===== src/rtl/cache_ctrl.sv =====
`default_nettype none
// ============================================================================
// cache_ctrl : two-requester round-robin sequencer for a write-through cache
// Revision   : 1.0
// ============================================================================
module cache_ctrl #(
   parameter int ADDR_WIDTH = 8,
   parameter int LINE_WIDTH = 32
) (
   input  logic                    clock,
   input  logic                    reset,
   input  logic [1:0]              req_valid,
   input  logic [1:0]              req_write,
   input  logic [2*ADDR_WIDTH-1:0] req_addr,
   input  logic [2*LINE_WIDTH-1:0] req_wdata,
   output logic [1:0]              req_ready,
   output logic [1:0]              resp_valid,
   output logic [LINE_WIDTH-1:0]   resp_data,
   output logic [ADDR_WIDTH-1:0]   c_addr,
   output logic [LINE_WIDTH-1:0]   c_val,
   output logic                    c_read,
   output logic                    c_write,
   input  logic                    c_hit,
   input  logic [LINE_WIDTH-1:0]   c_out_val,
   output logic                    mem_req,
   output logic                    mem_write,
   output logic [ADDR_WIDTH-1:0]   mem_addr,
   output logic [LINE_WIDTH-1:0]   mem_wdata,
   input  logic                    mem_ack,
   input  logic [LINE_WIDTH-1:0]   mem_rdata
);

   typedef enum logic [2:0] {
      IDLE   = 3'd0,
      LOOKUP = 3'd1,
      CHECK  = 3'd2,
      MREAD  = 3'd3,
      FILL   = 3'd4,
      WMEM   = 3'd5,
      RESP   = 3'd6
   } state_t;

   state_t                  state_q, state_d;
   logic [ADDR_WIDTH-1:0]   addr_q, addr_d;
   logic [LINE_WIDTH-1:0]   wdata_q, wdata_d;
   logic [LINE_WIDTH-1:0]   data_q, data_d;
   logic                    write_q, write_d;
   logic                    id_q, id_d;
   logic                    last_grant_q, last_grant_d;

   logic                    grant_id;
   logic                    accept;
   logic [1:0]              id_onehot;

   // On a tie the requester not served last wins; a lone requester always wins.
   always_comb begin
      if (req_valid == 2'b11) begin
         grant_id = ~last_grant_q;
      end else begin
         grant_id = req_valid[1];
      end
      accept    = !reset && (state_q == IDLE) && (|req_valid);
      id_onehot = id_q ? 2'b10 : 2'b01;
   end

   always_comb begin
      state_d      = state_q;
      addr_d       = addr_q;
      wdata_d      = wdata_q;
      data_d       = data_q;
      write_d      = write_q;
      id_d         = id_q;
      last_grant_d = last_grant_q;
      case (state_q)
         IDLE: begin
            if (accept) begin
               addr_d       = grant_id ? req_addr[2*ADDR_WIDTH-1:ADDR_WIDTH]
                                       : req_addr[ADDR_WIDTH-1:0];
               wdata_d      = grant_id ? req_wdata[2*LINE_WIDTH-1:LINE_WIDTH]
                                       : req_wdata[LINE_WIDTH-1:0];
               write_d      = grant_id ? req_write[1] : req_write[0];
               id_d         = grant_id;
               last_grant_d = grant_id;
               state_d      = LOOKUP;
            end
         end
         LOOKUP:  state_d = write_q ? WMEM : CHECK;
         CHECK:   state_d = c_hit ? IDLE : MREAD;
         MREAD: begin
            if (mem_ack) begin
               data_d  = mem_rdata;
               state_d = FILL;
            end
         end
         FILL:    state_d = RESP;
         WMEM: begin
            if (mem_ack) begin
               state_d = RESP;
            end
         end
         RESP:    state_d = IDLE;
         default: state_d = IDLE;
      endcase
   end

   always_ff @(posedge clock) begin
      if (reset) begin
         state_q      <= IDLE;
         addr_q       <= '0;
         wdata_q      <= '0;
         data_q       <= '0;
         write_q      <= 1'b0;
         id_q         <= 1'b0;
         last_grant_q <= 1'b1;
      end else begin
         state_q      <= state_d;
         addr_q       <= addr_d;
         wdata_q      <= wdata_d;
         data_q       <= data_d;
         write_q      <= write_d;
         id_q         <= id_d;
         last_grant_q <= last_grant_d;
      end
   end

   // Outputs decode the current state; everything is forced low while in reset.
   always_comb begin
      req_ready  = '0;
      resp_valid = '0;
      resp_data  = '0;
      c_addr     = '0;
      c_val      = '0;
      c_read     = 1'b0;
      c_write    = 1'b0;
      mem_req    = 1'b0;
      mem_write  = 1'b0;
      mem_addr   = '0;
      mem_wdata  = '0;
      if (!reset) begin
         case (state_q)
            IDLE: begin
               if (accept) begin
                  req_ready = grant_id ? 2'b10 : 2'b01;
               end
            end
            LOOKUP: begin
               c_addr = addr_q;
               if (write_q) begin
                  c_write = 1'b1;
                  c_val   = wdata_q;
               end else begin
                  c_read  = 1'b1;
               end
            end
            CHECK: begin
               if (c_hit) begin
                  resp_valid = id_onehot;
                  resp_data  = c_out_val;
               end
            end
            MREAD: begin
               mem_req  = 1'b1;
               mem_addr = addr_q;
            end
            FILL: begin
               c_write = 1'b1;
               c_addr  = addr_q;
               c_val   = data_q;
            end
            WMEM: begin
               mem_req   = 1'b1;
               mem_write = 1'b1;
               mem_addr  = addr_q;
               mem_wdata = wdata_q;
            end
            RESP: begin
               resp_valid = id_onehot;
               resp_data  = write_q ? wdata_q : data_q;
            end
            default: ;
         endcase
      end
   end

endmodule
`default_nettype wire


===== config.mk =====
export PLATFORM = sky130hd
export DESIGN_NAME = cache_ctrl
export DESIGN_NICKNAME = d
export VERILOG_FILES = /design/src/rtl/cache_ctrl.sv
export SDC_FILE = /design/constraint.sdc
export NUM_CORES = 1
export LEC_CHECK = 0
export ABC_CLOCK_PERIOD_IN_PS = 5000
export CAP_MARGIN = 0
export CORE_UTILIZATION = 43
export DETAILED_ROUTE_END_ITERATION = 8
export PLACE_DENSITY = 0.88
export SYNTH_ARGS = -nofsm -noshare
export SYNTH_HDL_FRONTEND = slang
export SYNTH_SLANG_ARGS = --single-unit

===== constraint.sdc =====
create_clock -name clock -period 5 [get_ports clock]
set_clock_uncertainty 0.15 [all_clocks]
set_input_delay 0.75 -clock clock [delete_from_list [all_inputs] [get_ports clock]]
set_output_delay 0.75 -clock clock [all_outputs]
set_load 0.02 [all_outputs]

==> impl_metrics.ini, run 1 <==
[worst_setup_path]
critical_path_required_ns = 4.10
critPathArrivalTime_ns = 3.23
critical_setup_path_kind = flop to output port
crit_path_max_incr_delay_ns = 0.85
crit_chain = nor3b_4, buf_4, a22oi_1, nor2_1, clkdlybuf4s50_1
critPathMaxFanout = 19
end_kind = output port
slowest_stage_cell_cp = dfxtp_1
crit_path_start_kind = flop

[routing]
wl_mm = 18.2
num_vias = 5804
drt_first_pass_iters = 7
detailedRoute.firstIterationViolations = 349
drt_drc_violations_left = 0
antenna_violating_nets_post_route = 0
viasPerCell = 5.83
routedWlPerCell_um = 18.3

[floorplan]
core_area_sq_um = 11000
std_cell_rows = 38
io-pin-count = 272
design.die.area_sq_um = 11900
chipHeight_um = 109
floorplan.initialDensity = 0.448
die_x_um = 109

[finish]
layout-area-overhead-vs-synth_pct = 61.6
insertedDiodeCount = 0
proportion_of_layout_cells_with_a_drive_suffix_above_1 = 0.0888
fin_nets = 1003

[logic_synthesis]
yosys_warnings = 0
mappedNetlistArea_sq_um = 4920
post_synth_fa_ha_maj_area_fraction = 0
synth_xor_area_frac = 0.00356
netlist-cell-type-count = 40
synth_edf_count = 0
synth_top_family_by_area = compound AO/OA/AOI/OAI gates
yosysSeqAreaShare = 0.317
syn_inst = 635
post_synthesis_simple_gate_area_fraction = 0.213
postSynthAreaPerCell_sq_um = 7.75
synthesis.nets = 787
synth-main-ff-cell = dfxtp_1
synth_async_sr_flop_share = 0
synth_compound_gate_area_share = 0.322
synth.mux.area_fraction = 0.0755
register_bit_count_reported_by_yosys = 78

[sta]
setup_viol = 0
maxClockFrequency_mhz = 242
report.final.slew_viol_count = 0
period_needed_ns = 4.13
timing.setup.tns_ns = 0
max_slew_margin = 0.187
worst-slew-pin-transition_ns = 1.22
period_share = 0.825
finalHoldViolCount = 0
unrepaired_setup_endpoints_after_global_routing = false

[global_routing]
vias_in_the_first_global_route = 5394
grt_overflow = 0
use_met2 = 0.534
initial_antenna_violation_count = 0
global_route.peak_usage_layer = met2
global_route.usage.total = 0.291
pin_count_of_the_biggest_net_entering_global_routing = 83
gr-usage-met3 = 0.0592
grt.met1_usage = 0.322
grt_pass1_wl_mm = 26.9

[place]
buffer_ports.inserted = 271
post-dp-hpwl_mm = 13.0
place_congestion = 0.878

[power]
leakage_power_nw = 2.62
max-vdd-ir-drop_mv = 0.187
design_power_total_mw = 2.44
powerDensity_nw_per_um2 = 306

[hold_path]
hold_crit_class = flop to flop

[clock_network]
cts_hold_buf = 0
clkTransAtPathRegs_ns = 0.06
clock_latency_reported_for_the_late_side_of_the_worst_skew_pair_ns = 0.32
clock_tree_from_tritoncts = yes
clk_path_buf_depth = 2
cts_root_buffer = clkbuf_16
post_cts.resized_instances = 0
post_cts.repair.setup_buffers = 0
clock-sinks = 78
tritoncts.num_buffers = 9
htree_num_levels = 3

[job]
max_cap_violations = 0

[status]
status = complete, no violations
## layer usage
metal | vias to the layer above | wire length [um] | share of wire
met5 | - | 0 | 0
met4 | 0 | 490 | 0.027
met3 | 39 | 1510 | 0.083
met2 | 300 | 9210 | 0.51
met1 | 2706 | 6980 | 0.38
li1 | 2759 | - | -
## layout by cell type, fill, tap and decap left out, drive strengths merged, types with 2 or more instances in the layout
cell type / count
clkdlybuf4s50: 270
dfxtp: 78
a21oi: 75
nor2: 68
a22oi: 64
nand2: 64
and2: 48
o32ai: 41
a211oi: 41
mux2: 33
buf: 14
clkbuf: 11
o21ai: 5
nor3b: 5
nand2b: 4
nor3: 3
clkinvlp: 3
nor4bb: 2
xnor2: 2
inv: 2
and4b: 2
o31ai: 2
nor4: 2
nor2b: 2
or4: 2
## sequential cells by signal (all words and copies together) (netlist names)
name,flops
id_q,1
addr_q,8
state_q,3
write_q,1
wdata_q,32
last_grant_q,1
data_q,32
## kinds of logic (layout without fill, tap and decap cells)
family,count (synthesis),after routing
flops,78,78
xor+xnor,2,2
simple gates,211,211
compound gates,230,230
buf+inv,81,302
mux,33,33
## area by class of cell
cell class,instances,area (sq um)
inverter,2,7.51
clock inverter,5,57.6
fill,815,3030
tap,140,175
clock buffer,11,253
timing repair buffer,284,2830
sequential,78,1560
multi-input combinational,476,3070
## where the power goes
group | switching, mW | internal (mW)
Clock | 0.247 | 0.413
Combinational | 0.441 | 0.420
Sequential | 0.176 | 0.738
Total | 0.865 | 1.57
## through the flow
stage | cells | setup WS (ns) | hold WS [ns] | area (sq um) | utilization
floorplan | 635 | 2.23 | 0.297 | 4920 | -
global placement | 979 | 1.17 | 0.303 | 7620 | 0.694
detailed placement | 979 | 1.08 | 0.310 | 7620 | 0.694
CTS | 995 | 0.900 | 0.318 | 7930 | 0.722
global route | 996 | 0.759 | 0.338 | 7960 | 0.724
finish | 996 | 0.873 | 0.315 | 7960 | 0.724
## worst paths after layout
path / slack (ns) / start / cells past startpoint / end
max: 0.87 / state_q[2] / 5 / c_val[26]
min: 0.31 / data_q[3] / 2 / data_q[3]
min reg2reg: 0.31 / data_q[3] / 2 / data_q[3]
max reg2reg: 2.38 / state_q[1] / 4 / data_q[19]
## Yosys cell counts, types with 2 or more instances
library cell / count / area, sq um
dfxtp_1: 78 / 1560
a21oi_1: 75 / 375
nor2_1: 68 / 255
a22oi_1: 64 / 480
nand2_1: 64 / 240
clkbuf_1: 54 / 203
and2_1: 48 / 300
a211oi_1: 41 / 308
o32ai_1: 41 / 359
mux2_2: 33 / 372
buf_2: 17 / 85.1
buf_1: 5 / 18.8
o21ai_0: 5 / 25.0
nand2b_1: 4 / 25.0
nor3b_1: 4 / 30.0
nor3_1: 3 / 15.0
and4b_1: 2 / 20.0
buf_4: 2 / 15.0
inv_1: 2 / 7.51
nor2b_1: 2 / 12.5
nor4bb_1: 2 / 20.0
o31ai_1: 2 / 15.0
xnor2_1: 2 / 17.5
## worst max-delay path, delay by kind of cell, from the launching register on
kind            cells  cell delay (ns)
flops               1             0.85
simple gates        2             0.91
buf+inv             2             1.02
compound gates      1             0.11
Note: power is estimated with default switching activity, not from simulation.
==> inputs of run 2 (changes only) <==
- ABC_CLOCK_PERIOD_IN_PS: 5000 -> 3600
- CORE_UTILIZATION: 43 -> 36
- PLACE_DENSITY: 0.88 -> 0.79
- clock period: 5 -> 3.6 ns (I/O delays scaled with it)
==> run 2 against run 1 <==
- die area increased by 19%
- combinational power increased by 47%
- count of clock-buffer cells in the layout unchanged
- critical path type unchanged
- critical endpoint is now resp_data[31]
==> impl_metrics.ini, run 2 (same netlist as run 1, synthesis figures left out) <==
[clock_network]
clock-sinks = 78
clkTransAtPathRegs_ns = 0.06
tritoncts.num_buffers = 9
clk_path_buf_depth = 2
post_cts.repair.setup_buffers = 0
post_cts.resized_instances = 0
cts_root_buffer = clkbuf_16
clock_latency_reported_for_the_late_side_of_the_worst_skew_pair_ns = 0.33
cts_hold_buf = 0
htree_num_levels = 3
clock_tree_from_tritoncts = yes

[routing]
antenna_violating_nets_post_route = 0
wl_mm = 18.9
num_vias = 5702
drt_drc_violations_left = 0
routedWlPerCell_um = 18.1
drt_first_pass_iters = 5
viasPerCell = 5.47
detailedRoute.firstIterationViolations = 305

[finish]
layout-area-overhead-vs-synth_pct = 62.9
total_area_of_sequential_cells_sq_um = 1560
top_regs = data_q: 32 flops, wdata_q: 32 flops, addr_q: 8 flops
fin_cells = 1043
num-fill-cells = 1219
layout_common_cells = clkdlybuf4s50_1, dfxtp_1, a21oi_1
mostFrequentLayoutCell = clkdlybuf4s50_1
insertedDiodeCount = 0
proportion_of_layout_cells_with_a_drive_suffix_above_1 = 0.100
fin_nets = 1014
multi_input_area_sq_um = 3070

[worst_setup_path]
rr_endpoint = wdata_q[13]
critical_path_required_ns = 2.91
crit_path_start_kind = flop
critPathArrivalTime_ns = 2.61
timing.critical_path.to = resp_data[31]
critical_setup_path_kind = flop to output port
crit_path_start = state_q[2]
reg2reg_setup_slack_ns = 1.18
reg2reg_from = state_q[2]
end_kind = output port
critPathMaxFanout = 32
worst-r2r-cell-count = 5

[sta]
maxClockFrequency_mhz = 303
period_needed_ns = 3.30
max_slew_margin = 0.401
whs_ns = 0.318
report.final.slew_viol_count = 0
setup_viol = 0
unrepaired_setup_endpoints_after_global_routing = false
finalHoldViolCount = 0
period_share = 0.916
worst-slew-pin-transition_ns = 0.899
timing.setup.tns_ns = 0

[place]
post-dp-hpwl_mm = 13.0
buffer_ports.inserted = 271
placed_cells_incl_taps = 1027
place_congestion = 0.809

[hold_path]
hold_crit_class = flop to flop

[power]
power.sequential.fraction = 0.366
powerDensity_nw_per_um2 = 415
power.net_switching_mw = 1.21
switching_portion_of_total_power = 0.364
internal_power_mw = 2.12
proportion_of_power_drawn_by_combinational_gates = 0.383
power.clock.fraction = 0.250
max-vdd-ir-drop_mv = 0.286
leakage_power_nw = 2.67
design_power_total_mw = 3.32

[job]
max_cap_violations = 0

[global_routing]
grt_pass1_wl_mm = 29.8
global_route.usage.total = 0.268
pin_count_of_the_biggest_net_entering_global_routing = 86
vias_in_the_first_global_route = 5533
initial_antenna_violation_count = 0
grt_overflow = 0

[floorplan]
core_area_sq_um = 13300
design.die.area_sq_um = 14100
floorplan.initialDensity = 0.370
std_cell_rows = 42
die_x_um = 119
chipHeight_um = 119
io-pin-count = 272

[status]
status = complete, no violations
-- run 2: changes by cell type in the layout (fill, tap and decap cells not counted), sizes merged --
cell	before	now
buf	14	26
clkinv	1	5
clkinvlp	3	0
bufinv	1	0
clkdlybuf4s50	270	269
-- run 2: worst max-delay path, cell delays in order, from the launching register on --
cell and delay [ns]:
dfxtp_1 0.74, and3b_1 0.24, buf_4 0.37, a22oi_1 0.16, nor2_1 0.14, clkdlybuf4s50_1 0.62
-- run 2: metrics by stage --
stage / cell area [sq um] / utilization / setup slack [ns]
floorplan: 4920 / - / 1.25
global placement: 7750 / 0.583 / 0.360
detailed placement: 7750 / 0.583 / 0.308
CTS: 8020 / 0.603 / 0.293
global route: 8020 / 0.603 / 0.158
finish: 8020 / 0.603 / 0.302
-- run 2: cell type report --
cell class / count / area share
Clock buffer: 11 / 0.0303
Sequential cell: 78 / 0.195
Multi-Input combinational cell: 476 / 0.383
Clock inverter: 5 / 0.00312
Inverter: 2 / 0.000936
Tap cell: 176 / 0.0275
Timing Repair Buffer: 295 / 0.360
-- run 2: metal layers --
layer | track usage | up-vias | part of all wire
met5 | 0 | - | 0
met4 | 0.108 | 0 | 0.024
met3 | 0.0709 | 29 | 0.075
met2 | 0.452 | 229 | 0.48
met1 | 0.323 | 2653 | 0.42
li1 | - | 2791 | -
-- run 2: power groups by stage --
stage / registers [mW] / clock network, mW / logic, mW
2_1_floorplan: 1.13 / 0 / 0.865
3_3_place_gp: 1.23 / 0 / 1.26
3_5_place_dp: 1.23 / 0 / 1.27
4_1_cts: 1.22 / 0.853 / 1.28
5_1_grt: 1.24 / 0.898 / 1.39
6_report: 1.22 / 0.832 / 1.27
-- run 2: worst min-delay path by stage --
stage	startpoint	end	cells past startpoint	slack, ns
after floorplan	data_q[0]	data_q[0]	2	0.30
after global placement	data_q[28]	data_q[28]	2	0.30
after detailed placement	data_q[9]	data_q[9]	2	0.31
after CTS	data_q[9]	data_q[9]	2	0.32
after global routing	data_q[24]	data_q[24]	2	0.34
final	data_q[18]	data_q[18]	2	0.32
